==> config.mk <==
export PLATFORM = sky130hd
export DESIGN_NAME = diff_scan_unit
export DESIGN_NICKNAME = d
export VERILOG_FILES = /design/src/rtl/diff_scan_unit_pkg.sv /design/src/rtl/diff_scan_unit_chunk_prio_enc.sv /design/src/rtl/diff_scan_unit.sv
export SDC_FILE = /design/constraint.sdc
export NUM_CORES = 1
export LEC_CHECK = 0
export CORE_MARGIN = 2
export CORE_UTILIZATION = 47
export DETAILED_ROUTE_END_ITERATION = 16
export GPL_ROUTABILITY_DRIVEN = 1
export PLACE_DENSITY = 0.85
export SYNTH_ARGS = -nofsm -noshare
export SYNTH_HDL_FRONTEND = slang
export SYNTH_SLANG_ARGS = --single-unit
export TNS_END_PERCENT = 20
==> constraint.sdc <==
create_clock -name clk -period 6.8 [get_ports clk]
set_input_delay 1.7 -clock clk [delete_from_list [all_inputs] [get_ports clk]]
set_output_delay 1.7 -clock clk [all_outputs]
set_load 0.01 [all_outputs]
==> src/rtl/diff_scan_unit_pkg.sv <==
// ============================================================================
// Module : diff_scan_unit_pkg
// Brief  : Shared state encodings, mode constants and ALU default sizes.
// Rev    : 1.0
// ============================================================================
`default_nettype none

package diff_scan_unit_pkg;

    typedef enum logic [1:0] {
        DS_IDLE = 2'd0,
        DS_SCAN = 2'd1,
        DS_DONE = 2'd2
    } ds_state_e;

    localparam logic DIFF_LSB = 1'b0;
    localparam logic DIFF_MSB = 1'b1;

    localparam int DEF_WIDTH = 32;
    localparam int DEF_CHUNK = 8;

endpackage

`default_nettype wire

==> src/rtl/diff_scan_unit_chunk_prio_enc.sv <==
// ============================================================================
// Module : chunk_prio_enc
// Brief  : Combinational priority encoder over one chunk, lowest or highest set bit.
// Rev    : 1.0
// ============================================================================
`default_nettype none

module chunk_prio_enc
    import diff_scan_unit_pkg::*;
#(
    parameter int CHUNK = DEF_CHUNK,
    parameter int POS_W = (CHUNK > 1) ? $clog2(CHUNK) : 1
) (
    input  logic [CHUNK-1:0] vec,
    input  logic             dir,
    output logic             any,
    output logic [POS_W-1:0] pos
);

    generate
        if (CHUNK == 1) begin : g_single
            logic unused_dir;
            assign unused_dir = dir;
            assign any = vec[0];
            assign pos = '0;
        end else begin : g_multi
            assign any = |vec;

            // The last matching iteration wins: scan down for lowest, up for highest.
            always_comb begin
                pos = '0;
                if (dir == DIFF_LSB) begin
                    for (int i = CHUNK - 1; i >= 0; i--) begin
                        if (vec[i]) pos = POS_W'(i);
                    end
                end else begin
                    for (int i = 0; i < CHUNK; i++) begin
                        if (vec[i]) pos = POS_W'(i);
                    end
                end
            end
        end
    endgenerate

endmodule

`default_nettype wire

==> src/rtl/diff_scan_unit.sv <==
// ============================================================================
// Module : diff_scan_unit
// Brief  : Multi-cycle first-differing-bit scanner with valid/ready on both sides.
// Rev    : 1.0
// ============================================================================
`default_nettype none

module diff_scan_unit
    import diff_scan_unit_pkg::*;
#(
    parameter int WIDTH = DEF_WIDTH,
    parameter int CHUNK = DEF_CHUNK,
    parameter int OUT_W = 32
) (
    input  logic                     clk,
    input  logic                     rst,
    input  logic                     in_valid,
    output logic                     in_ready,
    input  logic [WIDTH-1:0]         a,
    input  logic [WIDTH-1:0]         b,
    input  logic                     mode,
    output logic                     out_valid,
    input  logic                     out_ready,
    output logic [OUT_W-1:0]         result,
    output logic                     found,
    output logic [$clog2(WIDTH)-1:0] cycles
);

    localparam int IDX_W = $clog2(WIDTH);
    localparam int NCHK  = WIDTH / CHUNK;
    localparam int CNT_W = (NCHK > 1) ? $clog2(NCHK) : 1;
    localparam int POS_W = (CHUNK > 1) ? $clog2(CHUNK) : 1;

    ds_state_e        state_q,     state_d;
    logic [WIDTH-1:0] diff_q,      diff_d;
    logic             mode_q,      mode_d;
    logic [CNT_W-1:0] chunk_q,     chunk_d;
    logic [IDX_W-1:0] cycles_q,    cycles_d;
    logic [OUT_W-1:0] result_q,    result_d;
    logic             found_q,     found_d;
    logic             out_valid_q, out_valid_d;

    logic [CHUNK-1:0] w_chunk_vec;
    logic             w_any;
    logic [POS_W-1:0] w_pos;
    logic [IDX_W-1:0] w_idx;
    logic [WIDTH-1:0] w_xor;

    assign w_xor       = a ^ b;
    assign w_chunk_vec = diff_q[int'(chunk_q) * CHUNK +: CHUNK];
    assign w_idx       = IDX_W'(int'(chunk_q) * CHUNK + int'(w_pos));

    chunk_prio_enc #(
        .CHUNK (CHUNK),
        .POS_W (POS_W)
    ) u_enc (
        .vec (w_chunk_vec),
        .dir (mode_q),
        .any (w_any),
        .pos (w_pos)
    );

    always_comb begin
        state_d     = state_q;
        diff_d      = diff_q;
        mode_d      = mode_q;
        chunk_d     = chunk_q;
        cycles_d    = cycles_q;
        result_d    = result_q;
        found_d     = found_q;
        out_valid_d = out_valid_q;

        case (state_q)
            DS_IDLE: begin
                if (in_valid) begin
                    diff_d   = w_xor;
                    mode_d   = mode;
                    chunk_d  = (mode == DIFF_MSB) ? CNT_W'(NCHK - 1) : '0;
                    cycles_d = '0;
                    result_d = '0;
                    found_d  = 1'b0;
                    if (w_xor == '0) begin
                        out_valid_d = 1'b1;
                        state_d     = DS_DONE;
                    end else begin
                        state_d     = DS_SCAN;
                    end
                end
            end
            DS_SCAN: begin
                cycles_d = cycles_q + IDX_W'(1);
                // diff is nonzero here, so the final chunk in scan order always hits.
                if (w_any) begin
                    result_d    = OUT_W'(w_idx);
                    found_d     = 1'b1;
                    out_valid_d = 1'b1;
                    state_d     = DS_DONE;
                end else if (mode_q == DIFF_MSB) begin
                    chunk_d = chunk_q - CNT_W'(1);
                end else begin
                    chunk_d = chunk_q + CNT_W'(1);
                end
            end
            DS_DONE: begin
                if (out_ready) begin
                    out_valid_d = 1'b0;
                    state_d     = DS_IDLE;
                end
            end
            default: begin
                state_d     = DS_IDLE;
                out_valid_d = 1'b0;
            end
        endcase
    end

    always_ff @(posedge clk) begin
        if (rst) begin
            state_q     <= DS_IDLE;
            diff_q      <= '0;
            mode_q      <= 1'b0;
            chunk_q     <= '0;
            cycles_q    <= '0;
            result_q    <= '0;
            found_q     <= 1'b0;
            out_valid_q <= 1'b0;
        end else begin
            state_q     <= state_d;
            diff_q      <= diff_d;
            mode_q      <= mode_d;
            chunk_q     <= chunk_d;
            cycles_q    <= cycles_d;
            result_q    <= result_d;
            found_q     <= found_d;
            out_valid_q <= out_valid_d;
        end
    end

    assign in_ready  = (state_q == DS_IDLE);
    assign out_valid = out_valid_q;
    assign result    = result_q;
    assign found     = found_q;
    assign cycles    = cycles_q;

endmodule

`default_nettype wire
Yosys cells after proc, flatten, opt, wreduce, memory -nomap -nowiden
Index checks and enable logic that the tools add are counted.

Magnitude comparators: 0. Multiplexer cells: 38. Bitwise operators: 1. Multipliers: 0. Divide/modulo/power cells: 0. Reductions and logical operators: 10. Eq/ne operators: 7. $add $sub $neg: 4. Shift-type cells: 1.

Operators with widths (number): $mux 32 (2); $pmux 32 s2 (1); $mux 3 (13); $logic_not 32->1 (1); $shiftx 32x6->8 (1); $xor 32x32->32 (1); $mux 2 (10); $pmux 5 s2 (1); $reduce_and 3->1 (3); $reduce_or 8->1 (1); $mux 1 (6); $ne 2x2->1 const B (3); $pmux 2 s3 (1); $add 5x1->5 const B (1); $add 5x3->5 (1); $mux 5 (1); $ne 2x1->1 const B (2); $pmux 2 s2 (1); $reduce_and 2->1 (2); $reduce_and 4->1 (1); $pmux 1 s3 (1); $add 2x1->2 const B (1); $eq 2x1->1 const B (1); $eq 2x2->1 const B (1); other kinds (4) (4).

Memories: 0. RAM bits: 0. Input port bits: 69. Bits in read-only memories: 0. Logic and storage cells: 69. Output and inout port bits: 40. Latch bits: 0. Register bits: 76.

Longest topological paths before layout
Gate-level depths: netlist of the first run.

Depth after elaboration: 13. Mapped depth: 7. Depth with buffers taken out: 6.

Hierarchy
From an unflattened synthesis of the first run, not the netlist that was laid out.

Cell total of the unflattened synthesis: 301. Area total of the unflattened synthesis: 2718.9 um2.

By module, submodules not included: diff_scan_unit (seq. area each 980.9 um2, times used 1, cells an instance 279, area an instance 2588.7 um2); chunk_prio_enc (seq. area each 0.0 um2, times used 1, cells an instance 22, area an instance 130.1 um2).

Least setup slack after synthesis of the first run
Ideal clock, no wire load.

Kind: input-to-reg. From: in in_valid. To: reg diff_q[11]. Path slack: 3.946 ns. Library setup time: 0.138 ns. Required time: 6.662 ns. Buffers on the path: 3. Arrival time: 2.716 ns. Stages: 5. Cell sequence: and2_1 -> clkbuf_1 -> clkbuf_1 -> buf_1 -> a211oi_1.

Longest elaborated chain between the ends: 1.

Ends and longest elaborated chain: from (decl) (line diff_scan_unit.sv:17) `input logic in_valid,`; $reduce_and 2->1 (no line); to (signal assigned) (line diff_scan_unit.sv:129) `diff_q <= diff_d;`; to (decl) (line diff_scan_unit.sv:35) `logic [WIDTH-1:0] diff_q, diff_d;`.

No other way between the ends. A chain may end at the register's enable or synchronous reset.

Worst setup path in the final report of the first run
From: in in_valid. To: reg result_q[2] (netlist: result[2]).

Longest elaborated chain between the ends: 2.

Ends and longest elaborated chain: $ne 2x2->1 (no line); $reduce_and 3->1 (no line); to (signal assigned) (line diff_scan_unit.sv:133) `result_q <= result_d;`; to (decl) (line diff_scan_unit.sv:39) `logic [OUT_W-1:0] result_q, result_d;`.

No other way between the ends.

==> reports/results.ini, run 1 <==
[status]
status = completed

[clocking]
postCtsSetupBuffers = 0
clockBufferDepth = 2
clk_pin_slew_ps = 90
cts_sinks = 49
cts_resized = 0
holdBufCountCts = 0
clk_latency_ps = 300
numCtsBuffers = 5
cts_tree = built
cts_root_buffer = clkbuf_8
htree_levels = 2

[cells_and_area]
fillers = 467
layout-drive-gt1-share_pct = 5.66
diodes = 0
final_area_um2 = 3490
syn2layout_area_growth_pct = 31.4
final_util_pct = 63.8
fin_nets = 440

[sta]
slew_headroom_pct = 20.2
hold_viol_final = 0
worst_pin_slew_ps = 1200
setup_viol = 0
fin_crit_sh_pct = 52.1
slew_viol_final = 0
setup_tns_ps = 0
hold_ws_ps = 461
fmax_ghz = 0.282
period_needed_ps = 3550
clock-skew-final_ps = 6.80
rsz0062_at_grt = false

[global_routing]
grt_max_degree = 72
track_usage_pct = 18.4
antenna_found_initial = 0
grt_pass1_vias = 2121
grt_overflow = 0
grt_pass1_wl_um = 9290

[power]
p_leak_nw = 1.24
peakVddDrop_v = 0.0000905
p_per_area_nw_per_um2 = 217

[detailed_routing]
ant_nets = 0
wl_um = 5560
wl_met3_um = 317
routed_via_density = 5.19
vias = 2301
wl_met2_um = 2690
wl_per_cell_um = 12.5
highest_layer = met4
met1_length_um = 2450
first_iter_violations = 102
drc = 0
drtPass1Iterations = 4

[synth]
async_reset_ff_share_pct = 0
synthMuxAreaShare_pct = 7.06
synth_xor_area_share_pct = 10.9
synth.distinct_cells = 39
synth_area_um2 = 2660
ys_ff_latch = 49
synth-compound-area-share_pct = 17.4
synth_flop_cell = dfxtp_1
syn_inst = 299
synth-simple-area-share_pct = 16.3
synth_top_family_by_area = compound AO/OA/AOI/OAI gates
synth-edff-count = 0
syn-mean-instance-area_um2 = 8.89
synth_fa_ha_area_share_pct = 0.471
yosys_warnings = 0
seq_area_frac_synth_pct = 36.9

[worst_setup_path]
slowest_delay_ps = 940
worstSetupStartpoint = in_valid
ff2ff_setup_slack_ps = 3820
worst_path_dominant_cell_family = simple AND/OR/NAND/NOR gates
worst_setup_path_end_kind = register
regToRegStartpoint = chunk_q[1]
cp_cell_sequence = clkdlybuf4s50_1, and2_2, nor2_1, o21ai_0, a21oi_1
cp-start-kind = primary input
cp_max_fo = 71
path_class = in2reg
cp_slowest_cell = and2_2
cp.required_ps = 6980
crit_buf_inv = 1
cp.arrival_ps = 3720
r2r_end = chunk_q[1]
r2r_cells = 6

[floorplanning]
fp-row-count = 27
die_area_um2 = 6280
io_pins = 109
start_util_pct = 48.6
fp.coreArea_um2 = 5470
die_y_um = 79.2
die_w_um = 79.2

[placed_design]
placed_area_um2 = 3390
place_hpwl_um = 4270
portBuffers = 81
gp_congestion = 0.823

[worst_hold_path]
hold_path_startpoint = result[3]
holdPathEnd = result[3]
hold_path_class = reg2reg
min_path_cells = 2

[job]
cap_violations = 0

-- flip-flops by register name, summed over array words and instances (netlist names) --
| register | count |
|---|---|
| out_valid | 1 |
| result | 5 |
| state_q | 2 |
| mode_q | 1 |
| cycles | 5 |
| found | 1 |
| diff_q | 32 |
| chunk_q | 2 |
-- routing by layer --
layer	GRT usage, %	vias up
li1	-	1154
met1	22.9	1052
met2	31.9	86
met3	3.75	9
met4	5.86	0
met5	0	-
-- cells by family after synthesis --
family | count (synthesis)
AOI/OAI and AO/OA | 68
xor gates and xnor gates | 33
adders and majority gates | 1
buffers and inverters | 48
DFF | 49
muxes | 8
other | 1
and+or+nand+nor | 91
-- cells in the final DEF, fill, tap and decap left out, types with 2 or more instances in the layout --
cell             Yosys  layout
nand2b_1             2       2
clkbuf_8             0       7
nor4_1               3       3
nand4_1              8       8
mux4_1               2       2
mux4_2               6       6
dfxtp_1             49      49
inv_1                4       4
a21oi_1             17      17
nand2_1             10      10
o211ai_1             2       2
a211oi_1            36      36
nor2_1              49      49
xnor2_1             33      33
nor2b_1              4       4
a31oi_1              2       2
a22oi_1              2       2
nand3_1              5       5
conb_1               1      27
clkdlybuf4s50_1      0      81
o21ai_0              3       3
-- cells in the mapped netlist (5+ instances only) --
master / number / area (µm²)
nand2_1: 10 / 37.5
xnor2_1: 33 / 289
a211oi_1: 36 / 270
clkbuf_1: 13 / 48.8
nand3_1: 5 / 25.0
a21oi_1: 17 / 85.1
nand4_1: 8 / 50.1
mux4_2: 6 / 135
nor2_1: 49 / 184
dfxtp_1: 49 / 981
buf_4: 27 / 203
-- layout make-up --
class / instances / area, µm² / share of cell area (%)
well taps: 72 / 90.1 / 2.58
multi-input cells: 228 / 1490 / 42.6
flip-flops and latches: 49 / 981 / 28.1
repair buffers: 82 / 818 / 23.4
clock buffers: 7 / 96.3 / 2.76
inverters: 4 / 15.0 / 0.430
clock inverters: 1 / 5.00 / 0.143
-- worst max path at each step --
stage | to | slack [ps] | depth (start not counted)
2_1_floorplan | diff_q[11] | 3950 | 5
3_3_place_gp | cycles[2] | 3010 | 5
3_5_place_dp | result[2] | 2950 | 5
4_1_cts | result[2] | 3270 | 5
5_1_grt | result[2] | 3120 | 5
6_report | result[2] | 3250 | 5
-- stage by stage --
step / setup WS, ps / total power, mW / cells
after detailed placement: 2950 / 0.577 / 435
after global routing: 3120 / 0.797 / 443
after floorplan: 3950 / 0.507 / 325
after global placement: 3010 / 0.571 / 435
final: 3250 / 0.757 / 443
after CTS: 3270 / 0.758 / 443
-- where the power goes --
group | leakage, nW | internal [mW] | switching [mW]
clock | 0.0542 | 0.0920 | 0.0943
combinational | 0.778 | 0.120 | 0.108
sequential | 0.404 | 0.318 | 0.0250
total | 1.24 | 0.530 | 0.228
-- worst reg2reg max path, stage by stage, from the launching register on --
cell and delay (ps):
dfxtp_1 740, mux4_1 750, or4_4 580, or3b_4 430
a31oi_1 180, o21ai_1 80, nor2b_4 120
Note: power is estimated with default switching activity, not from simulation.
==> inputs of run 2 (changes only) <==
--- a/config.mk
+++ b/config.mk
@@ -6,10 +6,10 @@
 export NUM_CORES = 1
 export LEC_CHECK = 0
 export CORE_MARGIN = 2
-export CORE_UTILIZATION = 47
+export CORE_UTILIZATION = 43
 export DETAILED_ROUTE_END_ITERATION = 16
 export GPL_ROUTABILITY_DRIVEN = 1
-export PLACE_DENSITY = 0.85
+export PLACE_DENSITY = 0.78
 export SYNTH_ARGS = -nofsm -noshare
 export SYNTH_HDL_FRONTEND = slang
 export SYNTH_SLANG_ARGS = --single-unit
==> constraint.sdc (replaced) <==
create_clock -name clk -period 3.69 [get_ports clk]
set_input_delay 0.9225 -clock clk [delete_from_list [all_inputs] [get_ports clk]]
set_output_delay 0.9225 -clock clk [all_outputs]
set_load 0.01 [all_outputs]
==> reports/results.ini, run 2 (synthesis results as in run 1) <==
[cells_and_area]
final_cells = 448  ; +1.1%
fin_nets = 442  ; +0.45%
layout-drive-gt1-share_pct = 6.17  ; +0.51 points
diodes = 0  ; unchanged
regMostFlops = diff_q
syn2layout_area_growth_pct = 32.1
largest_reg_flops = 32  ; unchanged
final_cell_mix = clkdlybuf4s50_1 (81), nor2_1 (49), dfxtp_1 (49), a211oi_1 (36), xnor2_1 (33)
final_area_um2 = 3510  ; +0.54%
final_common_cell = clkdlybuf4s50_1

[worst_setup_path]
cp-start-kind = register
path_class = reg2reg
worst_setup_path_end_kind = register
cp.required_ps = 3880  ; -3100 ps
cp_max_fo = 12  ; -83%
cp.arrival_ps = 3040  ; -680 ps

[floorplanning]
start_util_pct = 44.6  ; -3.9 points
die_area_um2 = 6830  ; +8.8%
die_w_um = 82.6  ; +4.3%
io_pins = 109  ; unchanged
fp.coreArea_um2 = 5960  ; +8.8%
fp-row-count = 28  ; +3.7%
die_y_um = 82.6  ; +4.3%

[detailed_routing]
met1_length_um = 2390  ; -2.4%
first_iter_violations = 116  ; +14%
highest_layer = met4
ant_nets = 0  ; unchanged
drtPass1Iterations = 4  ; unchanged
routed_via_density = 5.10  ; -1.7%
drc = 0  ; unchanged
wl_met3_um = 356  ; +12%
vias = 2287  ; -0.61%
wl_per_cell_um = 12.6  ; +0.20%
wl_um = 5630  ; +1.3%
wl_met2_um = 2770  ; +3.1%

[power]
total_power_mw = 1.39  ; +84%
clkPwrFrac_pct = 24.4  ; -0.2 points
power.switching_mw = 0.417  ; +83%
p_int_mw = 0.978  ; +85%
power_frac_seq_pct = 45.4  ; about the same
p_per_area_nw_per_um2 = 397  ; +83%
comb_power_share_pct = 30.3  ; +0.2 points
p_leak_nw = 1.25  ; +0.81%
peakVddDrop_v = 0.000205  ; +130%
switching_share_pct = 29.9  ; -0.17 points

[sta]
hold_ws_ps = 458  ; -2.54 ps
slew_headroom_pct = 50.7  ; +30 points
worst_pin_slew_ps = 738  ; -458 ps
rsz0062_at_grt = false
hold_viol_final = 0  ; unchanged
slew_viol_final = 0  ; unchanged
period_needed_ps = 2850
clock-skew-final_ps = 4.35  ; -2.45 ps
fin_crit_sh_pct = 77.4
setup_viol = 0  ; unchanged
fmax_ghz = 0.350
setup_tns_ps = 0  ; unchanged

[worst_hold_path]
hold_path_class = reg2reg

[clocking]
clockBufferDepth = 2  ; unchanged
clk_latency_ps = 300  ; about the same
htree_levels = 2  ; unchanged
numCtsBuffers = 5  ; unchanged
cts_resized = 0  ; unchanged
cts_sinks = 49  ; unchanged
clk_pin_slew_ps = 90  ; about the same
holdBufCountCts = 0  ; unchanged
cts_tree = built
postCtsSetupBuffers = 0  ; unchanged
cts_root_buffer = clkbuf_8

[placed_design]
placed_area_um2 = 3410  ; +0.55%
gp_congestion = 0.819  ; -0.51%
portBuffers = 81  ; unchanged
place_hpwl_um = 4540  ; +6.5%
dp_cells = 440  ; +1.1%

[global_routing]
grt_pass1_wl_um = 9240  ; -0.59%
track_usage_pct = 17.7  ; -0.72 points
grt_max_degree = 50  ; -31%
grt_pass1_vias = 2104  ; -0.80%
antenna_found_initial = 0  ; unchanged
grt_overflow = 0  ; unchanged

[status]
status = completed

[job]
cap_violations = 0  ; unchanged

run 2: path summary, 6_finish.rpt:
| path | start | endpoint | slack, ps | cells after the start |
|---|---|---|---|---|
| worst min-delay path | result[0] | result[0] | 460 | 2 |
| worst min register to register | result[0] | result[0] | 460 | 2 |
| worst max-delay path | chunk_q[1] | chunk_q[1] | 840 | 6 |
| worst max register to register | chunk_q[1] | chunk_q[1] | 840 | 6 |
run 2: layout make-up:
cell class	count	area (µm²)
Fill cell	552	2440
Clock buffer	7	96.3
Sequential cell	49	981
Tap cell	75	93.8
Multi-Input combinational cell	228	1490
Timing Repair Buffer	84	833
Clock inverter	1	5.00
Inverter	4	15.0
run 2: through the flow:
step	utilization, %	worst slack [ps]
CTS	59.0	815
global placement	57.3	885
detailed placement	57.3	826
finish	59.0	835
global route	59.0	644
floorplan	-	1220
run 2: power by group through the flow:
stage	Clock, mW	Combinational [mW]	Sequential (mW)
final	0.340	0.422	0.633
after global routing	0.367	0.468	0.642
after CTS	0.348	0.422	0.633
after detailed placement	0	0.422	0.645
after global placement	0	0.414	0.644
after floorplan	0	0.307	0.626
run 2: routing by layer:
layer / track usage, % / vias to the layer above
met5: 0 / -
met4: 8.03 / 0
met3: 3.04 / 9
met2: 29.5 / 98
met1: 22.3 / 1022
li1: - / 1158
run 2: worst max-delay path, cell delays in order, from the launching register on:
cell     delay [ps]
dfxtp_1         660
mux4_1          700
or4_4           570
or3b_4          420
a31oi_1         170
o21ai_1          80
nor2b_4         120
